### src/rtl/vga_timing_gen_if.sv
// Pixel-side bundle of the VGA timing generator.
// master: the timing generator (drives coordinates, strobes, sync and colour; samples PIXEL_DATA).
// slave : the pixel source / display side (drives PIXEL_DATA; observes everything else).
//   PIXEL_DATA   packed {R,G,B} colour returned for an earlier coordinate request
//   POS_X/POS_Y  request coordinates, undelayed
//   REQ_EN       request coordinates lie in the active area, undelayed
//   LINE_START   pulse at column 0, undelayed
//   FRAME_START  pulse at (0,0), undelayed
//   HSYNC/VSYNC  delayed sync at the configured polarity
//   DISPLAY_EN   delayed active-area flag, aligned with R/G/B
//   R/G/B        registered colour, zero outside the active area
interface vga_timing_gen_if #(
    parameter int unsigned CNT_W = 11,
    parameter int unsigned R_W   = 3,
    parameter int unsigned G_W   = 3,
    parameter int unsigned B_W   = 2
);
    logic [R_W+G_W+B_W-1:0] PIXEL_DATA;
    logic [CNT_W-1:0]       POS_X;
    logic [CNT_W-1:0]       POS_Y;
    logic                   REQ_EN;
    logic                   LINE_START;
    logic                   FRAME_START;
    logic                   HSYNC;
    logic                   VSYNC;
    logic                   DISPLAY_EN;
    logic [R_W-1:0]         R;
    logic [G_W-1:0]         G;
    logic [B_W-1:0]         B;

    modport master (
        input  PIXEL_DATA,
        output POS_X, POS_Y, REQ_EN, LINE_START, FRAME_START,
        output HSYNC, VSYNC, DISPLAY_EN, R, G, B
    );

    modport slave (
        output PIXEL_DATA,
        input  POS_X, POS_Y, REQ_EN, LINE_START, FRAME_START,
        input  HSYNC, VSYNC, DISPLAY_EN, R, G, B
    );
endinterface

### src/rtl/vga_timing_gen.sv
// Parametrised VGA raster timing generator with pixel-pipeline latency compensation.
// Coordinates are issued PIPE_LAT cycles ahead of sync/colour so the upstream pixel source has
// PIPE_LAT-1 cycles to return PIXEL_DATA for each request.
// Ports:
//   FCLK   pixel clock, rising edge
//   RST_N  synchronous active-low reset
//   bus    vga_timing_gen_if.master (coordinates, strobes, sync, DE, colour; PIXEL_DATA in)
// The interface instance must use the same CNT_W/R_W/G_W/B_W as this module.
module vga_timing_gen #(
    parameter int unsigned H_ACTIVE = 1280,
    parameter int unsigned H_FP     = 48,
    parameter int unsigned H_SYNC   = 112,
    parameter int unsigned H_BP     = 248,
    parameter int unsigned V_ACTIVE = 1024,
    parameter int unsigned V_FP     = 1,
    parameter int unsigned V_SYNC   = 3,
    parameter int unsigned V_BP     = 38,
    parameter bit          H_POL    = 1'b1,
    parameter bit          V_POL    = 1'b1,
    parameter int unsigned PIPE_LAT = 2,
    parameter int unsigned CNT_W    = 11,
    parameter int unsigned R_W      = 3,
    parameter int unsigned G_W      = 3,
    parameter int unsigned B_W      = 2
) (
    input  logic             FCLK,
    input  logic             RST_N,
    vga_timing_gen_if.master bus
);
    localparam int unsigned H_TOTAL = H_ACTIVE + H_FP + H_SYNC + H_BP;
    localparam int unsigned V_TOTAL = V_ACTIVE + V_FP + V_SYNC + V_BP;
    localparam int unsigned PIX_W   = R_W + G_W + B_W;

    localparam logic [CNT_W-1:0] H_LAST    = CNT_W'(H_TOTAL - 1);
    localparam logic [CNT_W-1:0] V_LAST    = CNT_W'(V_TOTAL - 1);
    localparam logic [CNT_W-1:0] H_ACT_END = CNT_W'(H_ACTIVE);
    localparam logic [CNT_W-1:0] V_ACT_END = CNT_W'(V_ACTIVE);
    localparam logic [CNT_W-1:0] HS_BEG    = CNT_W'(H_ACTIVE + H_FP);
    localparam logic [CNT_W-1:0] HS_END    = CNT_W'(H_ACTIVE + H_FP + H_SYNC);
    localparam logic [CNT_W-1:0] VS_BEG    = CNT_W'(V_ACTIVE + V_FP);
    localparam logic [CNT_W-1:0] VS_END    = CNT_W'(V_ACTIVE + V_FP + V_SYNC);

    logic [CNT_W-1:0] h_cnt;
    logic [CNT_W-1:0] v_cnt;
    logic             h_wrap;
    logic             v_wrap;
    logic             req_en;
    logic             hs_raw;
    logic             vs_raw;
    logic             de_pre;

    // Stage k holds the raw flags of the counter state k cycles ago.
    logic [PIPE_LAT:1] de_q;
    logic [PIPE_LAT:1] hs_q;
    logic [PIPE_LAT:1] vs_q;
    logic [PIX_W-1:0]  rgb_q;

    always_comb begin
        h_wrap = (h_cnt == H_LAST);
        v_wrap = (v_cnt == V_LAST);
        req_en = (h_cnt < H_ACT_END) && (v_cnt < V_ACT_END);
        hs_raw = (h_cnt >= HS_BEG) && (h_cnt < HS_END);
        vs_raw = (v_cnt >= VS_BEG) && (v_cnt < VS_END);
    end

    // The colour register is itself the last pipeline stage, so it keys off the DE that is one
    // stage short of the output; with PIPE_LAT=1 that is the undelayed request flag.
    if (PIPE_LAT == 1) begin : g_de_pre_direct
        assign de_pre = req_en;
    end else begin : g_de_pre_staged
        assign de_pre = de_q[PIPE_LAT-1];
    end

    always_ff @(posedge FCLK) begin
        if (!RST_N) begin
            h_cnt <= '0;
            v_cnt <= '0;
            de_q  <= '0;
            hs_q  <= '0;
            vs_q  <= '0;
            rgb_q <= '0;
        end else begin
            h_cnt <= h_wrap ? '0 : h_cnt + 1'b1;
            if (h_wrap) begin
                v_cnt <= v_wrap ? '0 : v_cnt + 1'b1;
            end
            de_q[1] <= req_en;
            hs_q[1] <= hs_raw;
            vs_q[1] <= vs_raw;
            for (int unsigned k = 2; k <= PIPE_LAT; k++) begin
                de_q[k] <= de_q[k-1];
                hs_q[k] <= hs_q[k-1];
                vs_q[k] <= vs_q[k-1];
            end
            rgb_q <= de_pre ? bus.PIXEL_DATA : '0;
        end
    end

    assign bus.POS_X       = h_cnt;
    assign bus.POS_Y       = v_cnt;
    assign bus.REQ_EN      = req_en;
    assign bus.LINE_START  = (h_cnt == '0);
    assign bus.FRAME_START = (h_cnt == '0) && (v_cnt == '0);
    // Cleared stages read as the inactive level for either polarity.
    assign bus.HSYNC       = hs_q[PIPE_LAT] ^ ~H_POL;
    assign bus.VSYNC       = vs_q[PIPE_LAT] ^ ~V_POL;
    assign bus.DISPLAY_EN  = de_q[PIPE_LAT];
    assign bus.R           = rgb_q[PIX_W-1 -: R_W];
    assign bus.G           = rgb_q[G_W+B_W-1 -: G_W];
    assign bus.B           = rgb_q[B_W-1:0];
endmodule

### src/flat_wrapper.sv
// flat-port wrapper written by rule: the top's interface ports become plain ports
module vga_timing_gen_flat 
#(
    parameter int unsigned H_ACTIVE = 1280,
    parameter int unsigned H_FP     = 48,
    parameter int unsigned H_SYNC   = 112,
    parameter int unsigned H_BP     = 248,
    parameter int unsigned V_ACTIVE = 1024,
    parameter int unsigned V_FP     = 1,
    parameter int unsigned V_SYNC   = 3,
    parameter int unsigned V_BP     = 38,
    parameter bit          H_POL    = 1'b1,
    parameter bit          V_POL    = 1'b1,
    parameter int unsigned PIPE_LAT = 2,
    parameter int unsigned CNT_W    = 11,
    parameter int unsigned R_W      = 3,
    parameter int unsigned G_W      = 3,
    parameter int unsigned B_W      = 2
)
  (FCLK, RST_N, bus_PIXEL_DATA, bus_POS_X, bus_POS_Y, bus_REQ_EN, bus_LINE_START, bus_FRAME_START, bus_HSYNC, bus_VSYNC, bus_DISPLAY_EN, bus_R, bus_G, bus_B);
  vga_timing_gen_if #(.CNT_W(CNT_W), .R_W(R_W), .G_W(G_W), .B_W(B_W)) bus_i ();
  input  logic FCLK;
  input  logic RST_N;
  input wire logic [$bits(bus_i.PIXEL_DATA)-1:0] bus_PIXEL_DATA;
  output wire logic [$bits(bus_i.POS_X)-1:0] bus_POS_X;
  output wire logic [$bits(bus_i.POS_Y)-1:0] bus_POS_Y;
  output wire logic [$bits(bus_i.REQ_EN)-1:0] bus_REQ_EN;
  output wire logic [$bits(bus_i.LINE_START)-1:0] bus_LINE_START;
  output wire logic [$bits(bus_i.FRAME_START)-1:0] bus_FRAME_START;
  output wire logic [$bits(bus_i.HSYNC)-1:0] bus_HSYNC;
  output wire logic [$bits(bus_i.VSYNC)-1:0] bus_VSYNC;
  output wire logic [$bits(bus_i.DISPLAY_EN)-1:0] bus_DISPLAY_EN;
  output wire logic [$bits(bus_i.R)-1:0] bus_R;
  output wire logic [$bits(bus_i.G)-1:0] bus_G;
  output wire logic [$bits(bus_i.B)-1:0] bus_B;
  assign bus_i.PIXEL_DATA = bus_PIXEL_DATA;
  assign bus_POS_X = bus_i.POS_X;
  assign bus_POS_Y = bus_i.POS_Y;
  assign bus_REQ_EN = bus_i.REQ_EN;
  assign bus_LINE_START = bus_i.LINE_START;
  assign bus_FRAME_START = bus_i.FRAME_START;
  assign bus_HSYNC = bus_i.HSYNC;
  assign bus_VSYNC = bus_i.VSYNC;
  assign bus_DISPLAY_EN = bus_i.DISPLAY_EN;
  assign bus_R = bus_i.R;
  assign bus_G = bus_i.G;
  assign bus_B = bus_i.B;
  vga_timing_gen #(.H_ACTIVE(H_ACTIVE), .H_FP(H_FP), .H_SYNC(H_SYNC), .H_BP(H_BP), .V_ACTIVE(V_ACTIVE), .V_FP(V_FP), .V_SYNC(V_SYNC), .V_BP(V_BP), .H_POL(H_POL), .V_POL(V_POL), .PIPE_LAT(PIPE_LAT), .CNT_W(CNT_W), .R_W(R_W), .G_W(G_W), .B_W(B_W)) u_core (.FCLK(FCLK), .RST_N(RST_N), .bus(bus_i));
endmodule
### config.mk
export PLATFORM = sky130hd
export DESIGN_NAME = vga_timing_gen_flat
export DESIGN_NICKNAME = d
export VERILOG_FILES = /design/src/rtl/vga_timing_gen_if.sv /design/src/rtl/vga_timing_gen.sv /design/src/flat_wrapper.sv
export SDC_FILE = /design/constraint.sdc
export NUM_CORES = 1
export LEC_CHECK = 0
export ABC_AREA = 1
export CORE_MARGIN = 5
export CORE_UTILIZATION = 50
export CTS_BUF_LIST = sky130_fd_sc_hd__clkbuf_8
export CTS_CLUSTER_DIAMETER = 150
export DETAILED_ROUTE_END_ITERATION = 16
export PLACE_DENSITY = 0.82
export REMOVE_ABC_BUFFERS = 1
export SYNTH_ARGS = -nofsm -noshare
export SYNTH_HDL_FRONTEND = slang
export SYNTH_SLANG_ARGS = --single-unit
### constraint.sdc
create_clock -name FCLK -period 1.9 [get_ports FCLK]
set_clock_uncertainty 0.05 [all_clocks]
set_input_delay 0.38 -clock FCLK [delete_from_list [all_inputs] [get_ports FCLK]]
set_output_delay 0.38 -clock FCLK [all_outputs]
set_load 0.05 [all_outputs]
* After elaboration in Yosys (flattened, before gate mapping)
Cells that the tools add are included.
** Word-level totals
- Bits in registers :: 36
- Output and inout bits :: 36
** Cells by class
- Add/subtract/negate cells :: 2
- Magnitude comparators :: 6
- Equality and inequality tests :: 2
- Multiplexer cells :: 1
- Bitwise operators :: 1
- Reduce and logical (&&, ||, !) cells :: 8
** Operators by type and width (count)
- 11-bit < comparator, second input constant :: 4
- 11-bit by 1-bit adder with 11-bit output, second input constant :: 2
- 11-bit == test, second input constant :: 2
- 11-bit >= comparator, second input constant :: 2
- 11-bit logical NOT :: 2
- 11-bit two-way mux :: 1
- 1-bit logical AND :: 4
- 2-bit AND reduction :: 1
- 2-bit OR reduction :: 1
- 1-bit inverter :: 1

* Longest topological paths before layout
Gate-level depths: netlist (run 1).
- Depth in word-level cells :: 2
- Gate-level depth with buffers :: 9
- Depth with buffers taken out :: 9

* Least setup slack after synthesis (run 1)
Ideal clock, no wire load.
- Kind :: register -> output
- From :: reg u_core.h_cnt[7], in the netlist u_core.bus.POS_X[7]
- To :: out bus_FRAME_START
- Arrival time :: 2022 ps
- Required time :: 1470 ps
- Setup slack :: -552 ps
- Stages on the path, launching flop included :: 5
- Cell sequence :: dfxtp_1 > buf_2 > nor2_1 > nand4_1 > nor3_1
** Between the ends
- Word-level cells in the longest chain between the ends :: 2
** RTL lines
- start: declaration :: RTL line vga_timing_gen.sv:43 : logic [CNT_W-1:0] h_cnt;
- start signal: assignment :: RTL line vga_timing_gen.sv:83 : h_cnt <= h_wrap ? '0 : h_cnt + 1'b1;
- 11-bit logical NOT :: RTL line vga_timing_gen.sv:103 : assign bus.FRAME_START = (h_cnt == '0) && (v_cnt == '0);
- 1-bit logical AND :: RTL line vga_timing_gen.sv:103
- end: declaration :: RTL line flat_wrapper.sv:29 : output wire logic [$bits(bus_i.FRAME_START)-1:0] bus_FRAME_START;
Every way passes these cells.

* Final worst setup path (run 1)
- From :: reg u_core.v_cnt[9], in the netlist u_core.bus.POS_Y[9]
- To :: out bus_FRAME_START
** Between the ends
- Word-level cells in the longest chain between the ends :: 2
** RTL lines
- start: declaration :: RTL line vga_timing_gen.sv:44 : logic [CNT_W-1:0] v_cnt;
- start signal: assignment :: RTL line vga_timing_gen.sv:85 : v_cnt <= v_wrap ? '0 : v_cnt + 1'b1;
- 11-bit logical NOT :: RTL line vga_timing_gen.sv:103
- 1-bit logical AND :: RTL line vga_timing_gen.sv:103
Every way passes these cells.

==> key figures, run 1 <==
Route
  – Detailed Route Iter0 Violations: 120
  – Routed Wire Length: 4440 um
  – Residual DRC: 0
  – Antenna-violating nets left: 0
  – Wirelength per Cell: 12.40 um
  – DR pass1 iterations: 4
  – Via Count: 1760
  – Via density per instance: 4.916

Final layout
  – Share of cells above drive strength 1: 29.17%
  – Fin nets: 326
  – Final instance area: 2495 sq um
  – Ant. Diodes: 0
  – Layout Utilization: 73.61%
  – Area Overhead vs Synth: 41.12%

Setup path
  – Crit path largest cell delay: 0.35 ns
  – Critical path cell sequence: nor3_4 > nand4_1 > nor3_4 > clkbuf_16
  – Most used cell, CP: nor3_4
  – Critical path type: flip-flop to primary output
  – CP max FO: 4
  – CP Capture Type: primary output
  – Worst Path Arrival: 1.43 ns
  – Required @ worst endpoint: 1.47 ns
  – Worst Setup Start Kind: flip-flop
  – CP max-delay cell: dfxtp_2

Timing
  – Fin. max-slew vios: 0
  – Final period util: 98.06%
  – RSZ-0062 raised after global routing: yes
  – Worst hold slack: 0.3637 ns
  – Final setup vio count: 0
  – Worst slew pin tran: 0.5050 ns
  – Minimum clock period: 1.863 ns
  – Slew margin rel.: 66.23%
  – Fin. Hold Viols: 0
  – FMAX: 536.7 MHz

Global route
  – Total track usage: 18.88%
  – Largest net degree at the start of global routing: 13
  – Vias in the first global route: 1634
  – Antenna violations before repair: 0
  – Overflow after GRT: 0
  – First-pass GRT wire length: 7521 um

Yosys
  – Post-synth ARST share: 0%
  – Most used DFF post-synth: dfxtp_1
  – Synth Area in Compound Gates: 6.653%
  – Xor and xnor fraction of the mapped netlist area: 1.982%
  – Mapped cell area: 1768 sq um
  – Fraction of the mapped netlist area in simple logic gates: 35.46%
  – Most frequent cells after synthesis: nand2_1, nor2_1, inv_1
  – Unique masters post-synth: 25
  – Largest family of logic cells by synthesized area: simple AND/OR/NAND/NOR gates
  – Mux cell area share after synthesis: 0%
  – Mapped Cells: 251
  – Post-Synth Adder-Cell Area: 3.539%
  – Register area share after synthesis: 40.76%
  – Synth top area share: 40.76%
  – Yosys top cell by area: dfxtp_1
  – Synth Warn #: 0
  – Mean Syn Cell Area: 7.044 sq um
  – #FFs+latches synth: 36
  – Top post-synthesis cells by area: dfxtp_1, nand2_1, nor2_1, inv_1, nand3_1
  – Number of synthesized flops with an enable pin: 0

Power and ir drop
  – VDD IR-drop max: 0.4569 mV
  – Pwr per Cell Area: 657.9 nW/um^2
  – Total design power: 1642 uW
  – Lkg Pwr: 0.001129 uW

Hold path
  – HP Class: flip-flop to flip-flop

Die
  – IO Count: 46
  – Chip Height: 69.47 um
  – Die area: 4825 sq um
  – Total core area: 3390 sq um
  – Initial Util: 52.16%
  – Row cnt: 21
  – Die X: 69.47 um

CTS
  – CTS sink count: 36
  – H-tree depth: 2
  – Longest Clk Path Bufs: 2
  – Clock latency on the worst-skew pair: 0.29 ns
  – Root Buffer: clkbuf_8
  – CTS tree: yes
  – Worst-path clk slew: 0.08 ns
  – CTS Buf Count: 5

Run
  – # Max-Cap Violations: 0

Placed design
  – Placed inst area: 2261 sq um
  – IO buf count: 45
  – Hpwl dp: 3059 um
  – Final RePlAce weighted congestion: 0.8306

Status
  – Status: finished, final reports clean
layout by cell type, fill, tap and decap left out, drive strengths merged:
| cell type | instances |
|---|---|
| a21oi | 9 |
| a221oi | 1 |
| buf | 38 |
| bufinv | 1 |
| clkbuf | 6 |
| clkdlybuf4s50 | 20 |
| clkinv | 2 |
| clkinvlp | 1 |
| dfxtp | 36 |
| ha | 5 |
| inv | 41 |
| nand2 | 54 |
| nand3 | 18 |
| nand4 | 7 |
| nor2 | 55 |
| nor3 | 6 |
| nor4 | 1 |
| o21ai | 6 |
| o31ai | 1 |
| xor2 | 4 |
metrics by stage:
step / std cells / setup slack, ns / TNS, ns
2_1_floorplan: 245 / -0.5257 / -0.5545
3_3_place_gp: 343 / 0.1649 / 0
3_5_place_dp: 343 / 0.1508 / 0
4_1_cts: 355 / -0.01216 / -0.01216
5_1_grt: 358 / -0.02368 / -0.02368
6_report: 358 / 0.03687 / 0
registers in the layout, indices dropped and copies added (netlist names):
signal and count:
u_core.hs_q 2, u_core.de_q 2, u_core.vs_q 2, u_core.rgb_q 8, u_core.bus.POS_Y 11, u_core.bus.POS_X 11
critical path, delay by kind of cell (launching register included):
family	cells	cell delay (ns)
flip-flops	1	0.35
buffers and inverters	1	0.19
AND/OR/NAND/NOR	3	0.61
what timing repair did:
action	in CTS	in global routing
buffers inserted	4	3
pin swaps	4	4
resized for setup	18	11
hold buffers	0	0
endpoints found under the setup margin	1	2
worst paths after layout:
check	from	end	slack [ns]	cells past startpoint
max	u_core.bus.POS_Y[9]$_SDFFE_PN0N_	bus_FRAME_START	0.04	4
min	u_core.hs_q[1]$_SDFF_PN0_	u_core.hs_q[2]$_SDFF_PN0_	0.36	2
max reg2reg	u_core.bus.POS_Y[0]$_SDFFE_PN0N_	u_core.bus.POS_Y[10]$_SDFFE_PN0N_	0.28	9
min reg2reg	u_core.hs_q[1]$_SDFF_PN0_	u_core.hs_q[2]$_SDFF_PN0_	0.36	2
cells by family (layout without fill, tap and decap cells):
| family | Yosys count | in the layout |
|---|---|---|
| simple gates | 141 | 141 |
| xor+xnor | 4 | 4 |
| buf+inv | 48 | 109 |
| compound gates | 17 | 17 |
| fa+ha+maj | 5 | 5 |
| flops | 36 | 36 |
power breakdown:
part           switching, uW  total, uW  internal [uW]
combinational            119        202           83.2
clock                    277        666            388
sequential              8.76        774            765
total                    405       1640           1240
layout make-up:
cell class              count  area [sq um]
flip-flops and latches     36         740.7
multi-input cells         167         887.1
fillers                   239         894.6
clock buffers               5         68.82
inverters                  42         162.7
clock inverters             3         42.54
repair buffers             59         535.5
well taps                  46         57.56
per-layer routing:
metal | share of wire (%) | track usage [%] | vias to the layer above
li1 | - | - | 896
met1 | 46 | 24.78 | 782
met2 | 46 | 28.71 | 74
met3 | 6.7 | 5.652 | 8
met4 | 1.3 | 7.809 | 0
met5 | 0 | 0 | -
Power figures use the tool's default switching activity.
==> run 2: changes to the inputs <==
SLEW_MARGIN = 20   (was unset)
==> results of run 2 <==
No change in the layout: final DEF, timing and power equal those of run 1.
